$ cat src/rtl/cpu_pkg.sv
// Shared types and encodings for the multi-cycle CPU controller.
package cpu_pkg;

    localparam int unsigned DATA_W  = 16;
    localparam int unsigned REG_W   = 3;
    localparam int unsigned OPC_W   = 3;
    localparam int unsigned OP_W    = 2;
    localparam int unsigned SH_W    = 2;
    localparam int unsigned ALUOP_W = 2;
    localparam int unsigned VSEL_W  = 2;

    typedef enum logic [2:0] {
        WAIT, DECODE, WIMM, GET_A, GET_B, ALU, WREG, HALT
    } state_t;

    localparam logic [OPC_W-1:0] OPC_MOV  = 3'b110;
    localparam logic [OPC_W-1:0] OPC_ALU  = 3'b101;
    localparam logic [OPC_W-1:0] OPC_HALT = 3'b111;

    localparam logic [ALUOP_W-1:0] ALU_ADD = 2'b00;
    localparam logic [ALUOP_W-1:0] ALU_SUB = 2'b01;
    localparam logic [ALUOP_W-1:0] ALU_AND = 2'b10;
    localparam logic [ALUOP_W-1:0] ALU_NOT = 2'b11;

    localparam logic [OP_W-1:0] MOV_IMM = 2'b10;
    localparam logic [OP_W-1:0] MOV_REG = 2'b00;

    localparam logic [VSEL_W-1:0] VSEL_C   = 2'b00;
    localparam logic [VSEL_W-1:0] VSEL_IMM = 2'b01;

    typedef struct packed {
        logic               w;
        logic [REG_W-1:0]   readnum;
        logic [REG_W-1:0]   writenum;
        logic               write;
        logic [VSEL_W-1:0]  vsel;
        logic               loada;
        logic               loadb;
        logic               loadc;
        logic               loads;
        logic               asel;
        logic               bsel;
        logic [ALUOP_W-1:0] aluop;
        logic [SH_W-1:0]    shift;
    } ctrl_t;

    // Control word presented while the FSM sits in state st.
    function automatic ctrl_t ctrl_for(input state_t           st,
                                       input logic [OPC_W-1:0] opcode,
                                       input logic [OP_W-1:0]  op,
                                       input logic [REG_W-1:0] rn,
                                       input logic [REG_W-1:0] rd,
                                       input logic [REG_W-1:0] rm,
                                       input logic [SH_W-1:0]  sh);
        ctrl_t c;
        logic  mov_reg;
        c       = '0;
        mov_reg = (opcode == OPC_MOV);
        case (st)
            WAIT: c.w = 1'b1;
            WIMM: begin
                c.writenum = rn;
                c.vsel     = VSEL_IMM;
                c.write    = 1'b1;
            end
            GET_A: begin
                c.readnum = rn;
                c.loada   = 1'b1;
            end
            GET_B: begin
                c.readnum = rm;
                c.loadb   = 1'b1;
                c.shift   = sh;
            end
            ALU: begin
                c.shift = sh;
                c.asel  = mov_reg || (op == ALU_NOT);
                c.aluop = mov_reg ? ALU_ADD : op;
                c.loads = 1'b1;
                c.loadc = !((opcode == OPC_ALU) && (op == ALU_SUB));
            end
            WREG: begin
                c.writenum = rd;
                c.vsel     = VSEL_C;
                c.write    = 1'b1;
            end
            default: c = '0;
        endcase
        return c;
    endfunction

endpackage

$ cat src/rtl/cpu_decoder.sv
// Splits the held instruction into its fields and sign-extends imm8.
module cpu_decoder
    import cpu_pkg::*;
(
    input  logic [DATA_W-1:0]  ir,
    output logic [OPC_W-1:0]   opcode,
    output logic [OP_W-1:0]    op,
    output logic [REG_W-1:0]   rn,
    output logic [REG_W-1:0]   rd,
    output logic [REG_W-1:0]   rm,
    output logic [SH_W-1:0]    sh,
    output logic [DATA_W-1:0]  sximm8
);

    assign opcode = ir[15:13];
    assign op     = ir[12:11];
    assign rn     = ir[10:8];
    assign rd     = ir[7:5];
    assign sh     = ir[4:3];
    assign rm     = ir[2:0];
    assign sximm8 = {{8{ir[7]}}, ir[7:0]};

endmodule

$ cat src/rtl/cpu_controller.sv
// Multi-cycle control FSM with instruction register; opcode 111 halts the
// controller when CPU_HALT_EN is defined, otherwise it is treated as illegal.
module cpu_controller
    import cpu_pkg::*;
(
    input  logic                clk,
    input  logic                reset,
    input  logic                s,
    input  logic [DATA_W-1:0]   instr,
    output logic                w,
    output logic [REG_W-1:0]    readnum,
    output logic [REG_W-1:0]    writenum,
    output logic                write,
    output logic [VSEL_W-1:0]   vsel,
    output logic                loada,
    output logic                loadb,
    output logic                loadc,
    output logic                loads,
    output logic                asel,
    output logic                bsel,
    output logic [ALUOP_W-1:0]  ALUop,
    output logic [SH_W-1:0]     shift,
    output logic [DATA_W-1:0]   sximm8
);

    state_t              state, nxt;
    logic [DATA_W-1:0]   ir;
    ctrl_t               ctrl_q;
    logic [OPC_W-1:0]    opcode;
    logic [OP_W-1:0]     op;
    logic [REG_W-1:0]    rn, rd, rm;
    logic [SH_W-1:0]     sh;

    cpu_decoder u_dec (
        .ir     (ir),
        .opcode (opcode),
        .op     (op),
        .rn     (rn),
        .rd     (rd),
        .rm     (rm),
        .sh     (sh),
        .sximm8 (sximm8)
    );

    // Next-state decode.
    always_comb begin
        nxt = state;
        case (state)
            WAIT:   if (s) nxt = DECODE;
            DECODE: begin
                if ((opcode == OPC_MOV) && (op == MOV_IMM))      nxt = WIMM;
                else if ((opcode == OPC_MOV) && (op == MOV_REG)) nxt = GET_B;
                else if ((opcode == OPC_ALU) && (op == ALU_NOT)) nxt = GET_B;
                else if (opcode == OPC_ALU)                      nxt = GET_A;
`ifdef CPU_HALT_EN
                else if (opcode == OPC_HALT)                     nxt = HALT;
`endif
                else                                             nxt = WAIT;
            end
            WIMM:   nxt = WAIT;
            GET_A:  nxt = GET_B;
            GET_B:  nxt = ALU;
            ALU:    nxt = ((opcode == OPC_ALU) && (op == ALU_SUB)) ? WAIT : WREG;
            WREG:   nxt = WAIT;
            HALT:   nxt = HALT;
            default: nxt = WAIT;
        endcase
    end

    // Outputs are registered alongside the state so they line up with it
    // exactly; IR is stable from DECODE onward, so decoding against it is safe.
    always_ff @(posedge clk or posedge reset) begin
        if (reset) begin
            state    <= WAIT;
            ir       <= '0;
            ctrl_q   <= '0;
            ctrl_q.w <= 1'b1;
        end else begin
            state  <= nxt;
            ctrl_q <= ctrl_for(nxt, opcode, op, rn, rd, rm, sh);
            if ((state == WAIT) && s)
                ir <= instr;
        end
    end

    assign w        = ctrl_q.w;
    assign readnum  = ctrl_q.readnum;
    assign writenum = ctrl_q.writenum;
    assign write    = ctrl_q.write;
    assign vsel     = ctrl_q.vsel;
    assign loada    = ctrl_q.loada;
    assign loadb    = ctrl_q.loadb;
    assign loadc    = ctrl_q.loadc;
    assign loads    = ctrl_q.loads;
    assign asel     = ctrl_q.asel;
    assign bsel     = ctrl_q.bsel;
    assign ALUop    = ctrl_q.aluop;
    assign shift    = ctrl_q.shift;

endmodule

$ cat config.mk
export PLATFORM = sky130hd
export DESIGN_NAME = cpu_controller
export DESIGN_NICKNAME = d
export VERILOG_FILES = /design/src/rtl/cpu_pkg.sv /design/src/rtl/cpu_decoder.sv /design/src/rtl/cpu_controller.sv
export SDC_FILE = /design/constraint.sdc
export NUM_CORES = 1
export LEC_CHECK = 0
export BUFFER_PORTS_ARGS = -buffer_cell sky130_fd_sc_hd__buf_2
export CAP_MARGIN = 20
export CORE_AREA = 2 2 71 56
export CTS_CLUSTER_SIZE = 20
export DETAILED_ROUTE_END_ITERATION = 12
export DIE_AREA = 0 0 73 58
export PLACE_DENSITY = 0.75
export SYNTH_ARGS = -nofsm -noshare
export SYNTH_HDL_FRONTEND = slang
export SYNTH_SLANG_ARGS = --single-unit
$ cat constraint.sdc
create_clock -name clk -period 1.85 [get_ports clk]
set_input_delay 0.185 -clock clk [delete_from_list [all_inputs] [get_ports clk]]
set_output_delay 0.185 -clock clk [all_outputs]
set_load 0.02 [all_outputs]
Word-level counts from Yosys, hierarchy flattened
Cells that the tools add are included.

word-level totals
  output and inout bits = 36
  word-level logic and storage cells = 59
  flip-flop bits (word level) = 38

operators by class
  equal/unequal tests = 17
  multiplexer cells = 16
  reductions and logical operators = 12

operator list
  cell                count
  $eq 3x3->1 const B  9
  $pmux 3 s7          1
  $mux 3              6
  $eq 3x2->1 const B  4
  $pmux 6 s2          1
  $mux 2              4
  $logic_not 3->1     2
  $pmux 3 s2          1
  $logic_and 1x1->1   5
  $eq 2x2->1 const B  2
  $reduce_or 2->1     2
  $eq 3x1->1 const B  1
  $mux 1              3
  $eq 2x1->1 const B  1
  $logic_not 2->1     1
  $logic_not 1->1     1
  $logic_or 1x1->1    1

Logic depth before layout (Yosys ltp)
  depth after elaboration = 9
  depth in mapped cells = 7
  mapped depth without buffers = 5

By module
A second synthesis with hierarchy kept.

second synthesis, totals
  cells, all modules = 142
  area, all modules = 1741.7 um2

modules (own cells, without submodules)
  module          cells an instance  times used  area an instance (um2)
  cpu_controller  110                1           1501.4
  cpu_decoder     32                 1           240.2

Least setup slack after synthesis
Ideal clock, no wire load.

  kind = flip-flop to flip-flop
  from = register state[1]
  to = register ir[10]
  period minus slack after synthesis = 1.699 ns
  stages on the path, launching flop included = 7
  setup slack = 0.151 ns
  arrival = 1.574 ns
  data required time = 1.725 ns
  path through = dfrtp_1 > buf_2 > nor2_1 > and3_1 > buf_2 > buf_2 > mux2_2

between the ends
  cells in the longest elaborated chain, start to end = 2

ends and longest elaborated chain
  element                 line                  text
  from (decl)             cpu_controller.sv:26  state_t state, nxt;
  from (signal assigned)  cpu_controller.sv:79  state <= nxt;
  $logic_not 3->1         cpu_controller.sv:81  if ((state == WAIT) && s)
  $logic_and 1x1->1       cpu_controller.sv:81
  to (signal assigned)    cpu_controller.sv:82  ir <= instr;
  to (decl)               cpu_controller.sv:27  logic [DATA_W-1:0] ir;

No other way between the ends.
A chain may end at the register's enable or synchronous reset.

Worst setup path in the final report
  from = register ir[11]
  to = register ctrl_q, in the netlist writenum[1]

between the ends
  cells in the longest elaborated chain, start to end = 8
  elaborated cells on any way between the ends = 16

ends and longest elaborated chain
  element                                   line                  text
  $eq 2x2->1                                cpu_controller.sv:53  else if ((opcode == OPC_ALU) && (op == ALU_NOT)) nxt = GET_B;
  $logic_and 1x1->1                         cpu_controller.sv:53
  $mux 3                                    cpu_controller.sv:53
  $mux 3                                    cpu_controller.sv:52  else if ((opcode == OPC_MOV) && (op == MOV_REG)) nxt = GET_B;
  $mux 3                                    cpu_controller.sv:51  if ((opcode == OPC_MOV) && (op == MOV_IMM)) nxt = WIMM;
  $pmux 3 s7 *                              cpu_controller.sv:48  case (state)
  named net nxt[2]                          cpu_controller.sv:26
  $eq 3x3->1 or $eq 3x2->1 (tied branches)  cpu_pkg.sv:59         case (st)
  $pmux 6 s2 *                              cpu_pkg.sv:59
  to (signal assigned)                      cpu_controller.sv:80  ctrl_q <= ctrl_for(nxt, opcode, op, rn, rd, rm, sh);
  to (decl)                                 cpu_controller.sv:28  ctrl_t ctrl_q;

The timed path passes the listed nets; every way through them passes the cells marked *.

==> metrics.sh <==
RESULT_OF_THE_RUN='complete, but fails checks'
FAILED_CHECKS='negative hold slack'
WORST_VDD_IR_mV=0.992
TOTAL_CORE_AREA_SQ_MM=0.00354
CHIPHEIGHT_UM=58
TRITONCTS='built'
SETUP_CLOCK_SKEW_AFTER_LAYOUT_NS=0.00317
WORST_EP_ARRIVAL_TIME_NS=1.89
SETUP.WORST_PATH.START='ir[11]$_DFFE_PP0P_'
RSZ_0062_RAISED_AFTER_GLOBAL_ROUTING='no'
DRT.ANTENNA.VIOLATING_NETS=0
TOTAL_LEAKAGE_POWER_nW=1.02
FINAL_AREA_SQ_MM=0.00196
PERIOD_SHARE_PCT=92.6
GRT_REMAINING_OVERFLOW=0
START_UTIL_PCT=46.7
FINAL_MAX_SLEW_VIOL_COUNT=0
CTS_MAX_LEVEL=2
WIRE_PER_INST_UM=14.0
GRT_MAX_DEGREE=38
SYN_AVG_CELL_AREA_SQ_UM=13.3
YOSYSWARNINGS=0
CP-START-KIND='flip-flop'
PLACEMENT.IO_BUFFERS=52
DIE_AREA_SQ_MM=0.00423
POST-SYNTH-TOP-AREA-CELL='sky130_fd_sc_hd__dfrtp_1'
AVERAGE_VIAS_PER_PLACED_INSTANCE=4.97
POWER.DENSITY_CELL_AREA_mW_PER_MM2=1760
MAXCAPVIOLCOUNT=0
FMAX_MHz=583
GRT_PASS1_WL_UM=4750
SYN2LAYOUT_AREA_GROWTH_PCT=18.8
POST_SYNTH_INSTANCE_AREA_SQ_MM=0.00165
CLOCK_SINKS=37
CTS_ROOT_BUF='sky130_fd_sc_hd__clkbuf_8'
HPWLAFTERDP_UM=2190
CTS.REPORTEDPATHS.CLKPINSLEW_NS=0.07
WORST_SETUP_PATH_ENDPOINT='writenum[1]$_DFF_PP0_'
ROWS=19
SYNTH_CELL_TYPE_COUNT=33
SYNTH.AREA.TOP_CELLS='sky130_fd_sc_hd__dfrtp_1 (55%), sky130_fd_sc_hd__mux2_2 (10%), sky130_fd_sc_hd__buf_4 (8.2%), sky130_fd_sc_hd__a22o_1 (3.2%), sky130_fd_sc_hd__nand4bb_4 (1.7%)'
DRC_VIOLATION_COUNT_AFTER_ROUTING=0
FINAL_LAYOUT_SIZE_SUFFIX_GT1_SHARE_PCT=55.0
REG2REG_SETUP_SLACK_NS=0.14
YOSYSSEQAREASHARE_PCT=56.1
TOTALPOWERFINAL_mW=3.45
SETUP_TOTAL_NEGATIVE_SLACK_NS=0
HOLD_VIOL=12
CLK-INSERTION-DELAY-LATE_NS=0.28
INSERTEDDIODECOUNT=0
FINALWEIGHTEDCONGESTION=0.898
DIE-WIDTH_UM=73
FIRST_GLOBAL_VIAS=1023
GRT_ANTENNA_BEFORE_REPAIR=0
WORST_EP_REQUIRED_TIME_NS=2.02
IO_PINS=55
GRT_UTIL_ALL_LAYERS_PCT=15.3
SYNTHESIS.INSTANCES=124
R2R-END='writenum[1]$_DFF_PP0_'
POSTSYNTH.ASYNCRESETSHARE_PCT=100
REG2REGPATHDEPTH=5
NUM-NETS-FINAL=187
DRT_WL_TOTAL_UM=2950
FIN_WORST_HOLD_SLACK_NS=-0.00213
CRITICAL_PATH_ENDPOINT_CATEGORY='flip-flop'
TIMING_WORST_SETUP_PATH_TYPE='reg -> reg'
SETUP_VIOLATIONS=0
DR_TOTAL_VIAS=1048
MIN-DELAY-PATH-CLASS='in -> async'
SYNTH_ENABLE_FLOP_CELLS=0
YOSYS_REGISTER_BITS=37
MIN_PERIOD_NS=1.71
CTS-ROOT-TO-SINK-BUFFERS=2
CELL_AREA_PLACED_SQ_MM=0.00185
YS.FLOP_TYPE='sky130_fd_sc_hd__dfrtp_1'
PRE_ANTENNA_DRT_ITERS=4
NUMBER_OF_CLOCK_BUFFERS_INSERTED_BY_TRITONCTS=5
PEAK_FANOUT_ALONG_THE_CRITICAL_PATH=8
RR_STARTPOINT='ir[11]$_DFFE_PP0P_'
SYNTH_TOP_AREA_SHARE_PCT=54.5
INITIALDRTVIOLATIONCOUNT=32
[registers in the layout, summed over array words and instances, names as in the netlist]
name / count
ir: 16
readnum: 3
state: 3
writenum: 3
ALUop: 2
shift: 2
asel: 1
loada: 1
loadb: 1
loadc: 1
loads: 1
vsel: 1
w: 1
write: 1
[logic make-up after synthesis]
family	share of synthesized area [%]
AO/OA/AOI/OAI	9.01
buffers and inverters	10.5
flip-flops	56.1
multiplexers	10.2
other	0.227
AND/OR/NAND/NOR	13.9
[area by class of cell]
class | instances | area [sq um]
Clock inverter | 3 | 17.5
Multi-Input combinational cell | 61 | 574
Timing Repair Buffer | 58 | 305
Sequential cell | 37 | 927
Inverter | 5 | 18.8
Tap cell | 42 | 52.6
Clock buffer | 5 | 68.8
Fill cell | 301 | 1580
[timing repair]
action,in CTS,in global routing
hold buffers,0,0
endpoints found under the setup margin,0,5
gates resized for setup,0,3
buffers inserted,0,1
[per-stage QoR]
| step | setup slack (ns) | hold WS, ns | cells | utilization [%] |
|---|---|---|---|---|
| after global placement | 0.113 | 0.302 | 202 | 52.3 |
| after CTS | 0.0103 | 0.00749 | 210 | 54.7 |
| after global routing | 0.0585 | 0.0324 | 211 | 55.5 |
| after detailed placement | 0.0251 | 0.316 | 202 | 52.3 |
| after floorplan | 0.151 | 0.302 | 125 | - |
| final | 0.136 | -0.00213 | 211 | 55.5 |
[layout by cell type, fill, tap and decap left out]
cell                          n
sky130_fd_sc_hd__clkinvlp_4   1
sky130_fd_sc_hd__nand3b_1     1
sky130_fd_sc_hd__buf_2       52
sky130_fd_sc_hd__nand2_2      1
sky130_fd_sc_hd__nor4b_2      2
sky130_fd_sc_hd__o22ai_2      1
sky130_fd_sc_hd__dfstp_2      1
sky130_fd_sc_hd__a22o_1       6
sky130_fd_sc_hd__a311o_4      1
sky130_fd_sc_hd__a221oi_4     1
sky130_fd_sc_hd__nor3b_4      1
sky130_fd_sc_hd__a31oi_1      1
sky130_fd_sc_hd__dfrtp_1     36
sky130_fd_sc_hd__nor4bb_4     1
sky130_fd_sc_hd__and3_1       1
sky130_fd_sc_hd__nor3b_2      1
sky130_fd_sc_hd__a21oi_1      3
sky130_fd_sc_hd__o21ai_0      1
sky130_fd_sc_hd__a211oi_2     1
sky130_fd_sc_hd__conb_1       2
sky130_fd_sc_hd__mux2_2      15
sky130_fd_sc_hd__and4bb_1     1
sky130_fd_sc_hd__buf_4        6
sky130_fd_sc_hd__nand2_1      3
sky130_fd_sc_hd__and3b_1      2
sky130_fd_sc_hd__o21ai_1      1
sky130_fd_sc_hd__nand4bb_4    1
sky130_fd_sc_hd__nand3_1      1
sky130_fd_sc_hd__and2_1       2
sky130_fd_sc_hd__nor2_1       5
sky130_fd_sc_hd__nor3_1       3
sky130_fd_sc_hd__inv_1        5
sky130_fd_sc_hd__clkinv_2     2
sky130_fd_sc_hd__nor2b_1      1
sky130_fd_sc_hd__and4b_1      1
sky130_fd_sc_hd__clkbuf_8     5
[synth_stat cells (2+ instances only)]
library cell and n:
sky130_fd_sc_hd__nor3_1 3, sky130_fd_sc_hd__and2_1 2, sky130_fd_sc_hd__buf_4 18, sky130_fd_sc_hd__a21oi_1 3, sky130_fd_sc_hd__buf_2 4, sky130_fd_sc_hd__nor2_1 5
sky130_fd_sc_hd__and3b_1 2, sky130_fd_sc_hd__a22o_1 6, sky130_fd_sc_hd__nor4b_1 2, sky130_fd_sc_hd__nand2_1 3, sky130_fd_sc_hd__mux2_2 15, sky130_fd_sc_hd__inv_1 5
sky130_fd_sc_hd__dfrtp_1 36
[worst max-delay path: stages (launching register included)]
cell and delay (ns):
sky130_fd_sc_hd__dfrtp_1 0.47, sky130_fd_sc_hd__nor4b_2 0.28, sky130_fd_sc_hd__o21ai_1 0.18, sky130_fd_sc_hd__a221oi_4 0.40
sky130_fd_sc_hd__nor3b_4 0.09, sky130_fd_sc_hd__a22o_1 0.19
[how the worst min path moves through the flow]
stage,startpoint,endpoint,slack [ns],cells after the start
after global routing,reset,ir[10]$_DFFE_PP0P_,0.03,3
final,reset,ir[10]$_DFFE_PP0P_,-0.002,3
after global placement,reset,loads$_DFF_PP0_,0.30,3
after detailed placement,reset,ir[7]$_DFFE_PP0P_,0.32,3
after CTS,reset,ir[10]$_DFFE_PP0P_,0.007,3
after floorplan,instr[14],ir[14]$_DFFE_PP0P_,0.30,2
[metal layers]
layer	wire length, um	track usage [%]	part of all wire, %
met1	1270	19.9	43
met2	1430	23.6	48
met3	224	6.43	7.6
met4	23	4.76	0.78
met5	0	0	0
[report_power, final]
part / leakage, nW / switching [mW] / internal (mW) / total (mW)
Clock: 0.0439 / 0.267 / 0.259 / 0.526
Combinational: 0.501 / 0.838 / 0.669 / 1.51
Sequential: 0.473 / 0.295 / 1.13 / 1.42
Note: power is estimated with default switching activity, not from simulation.
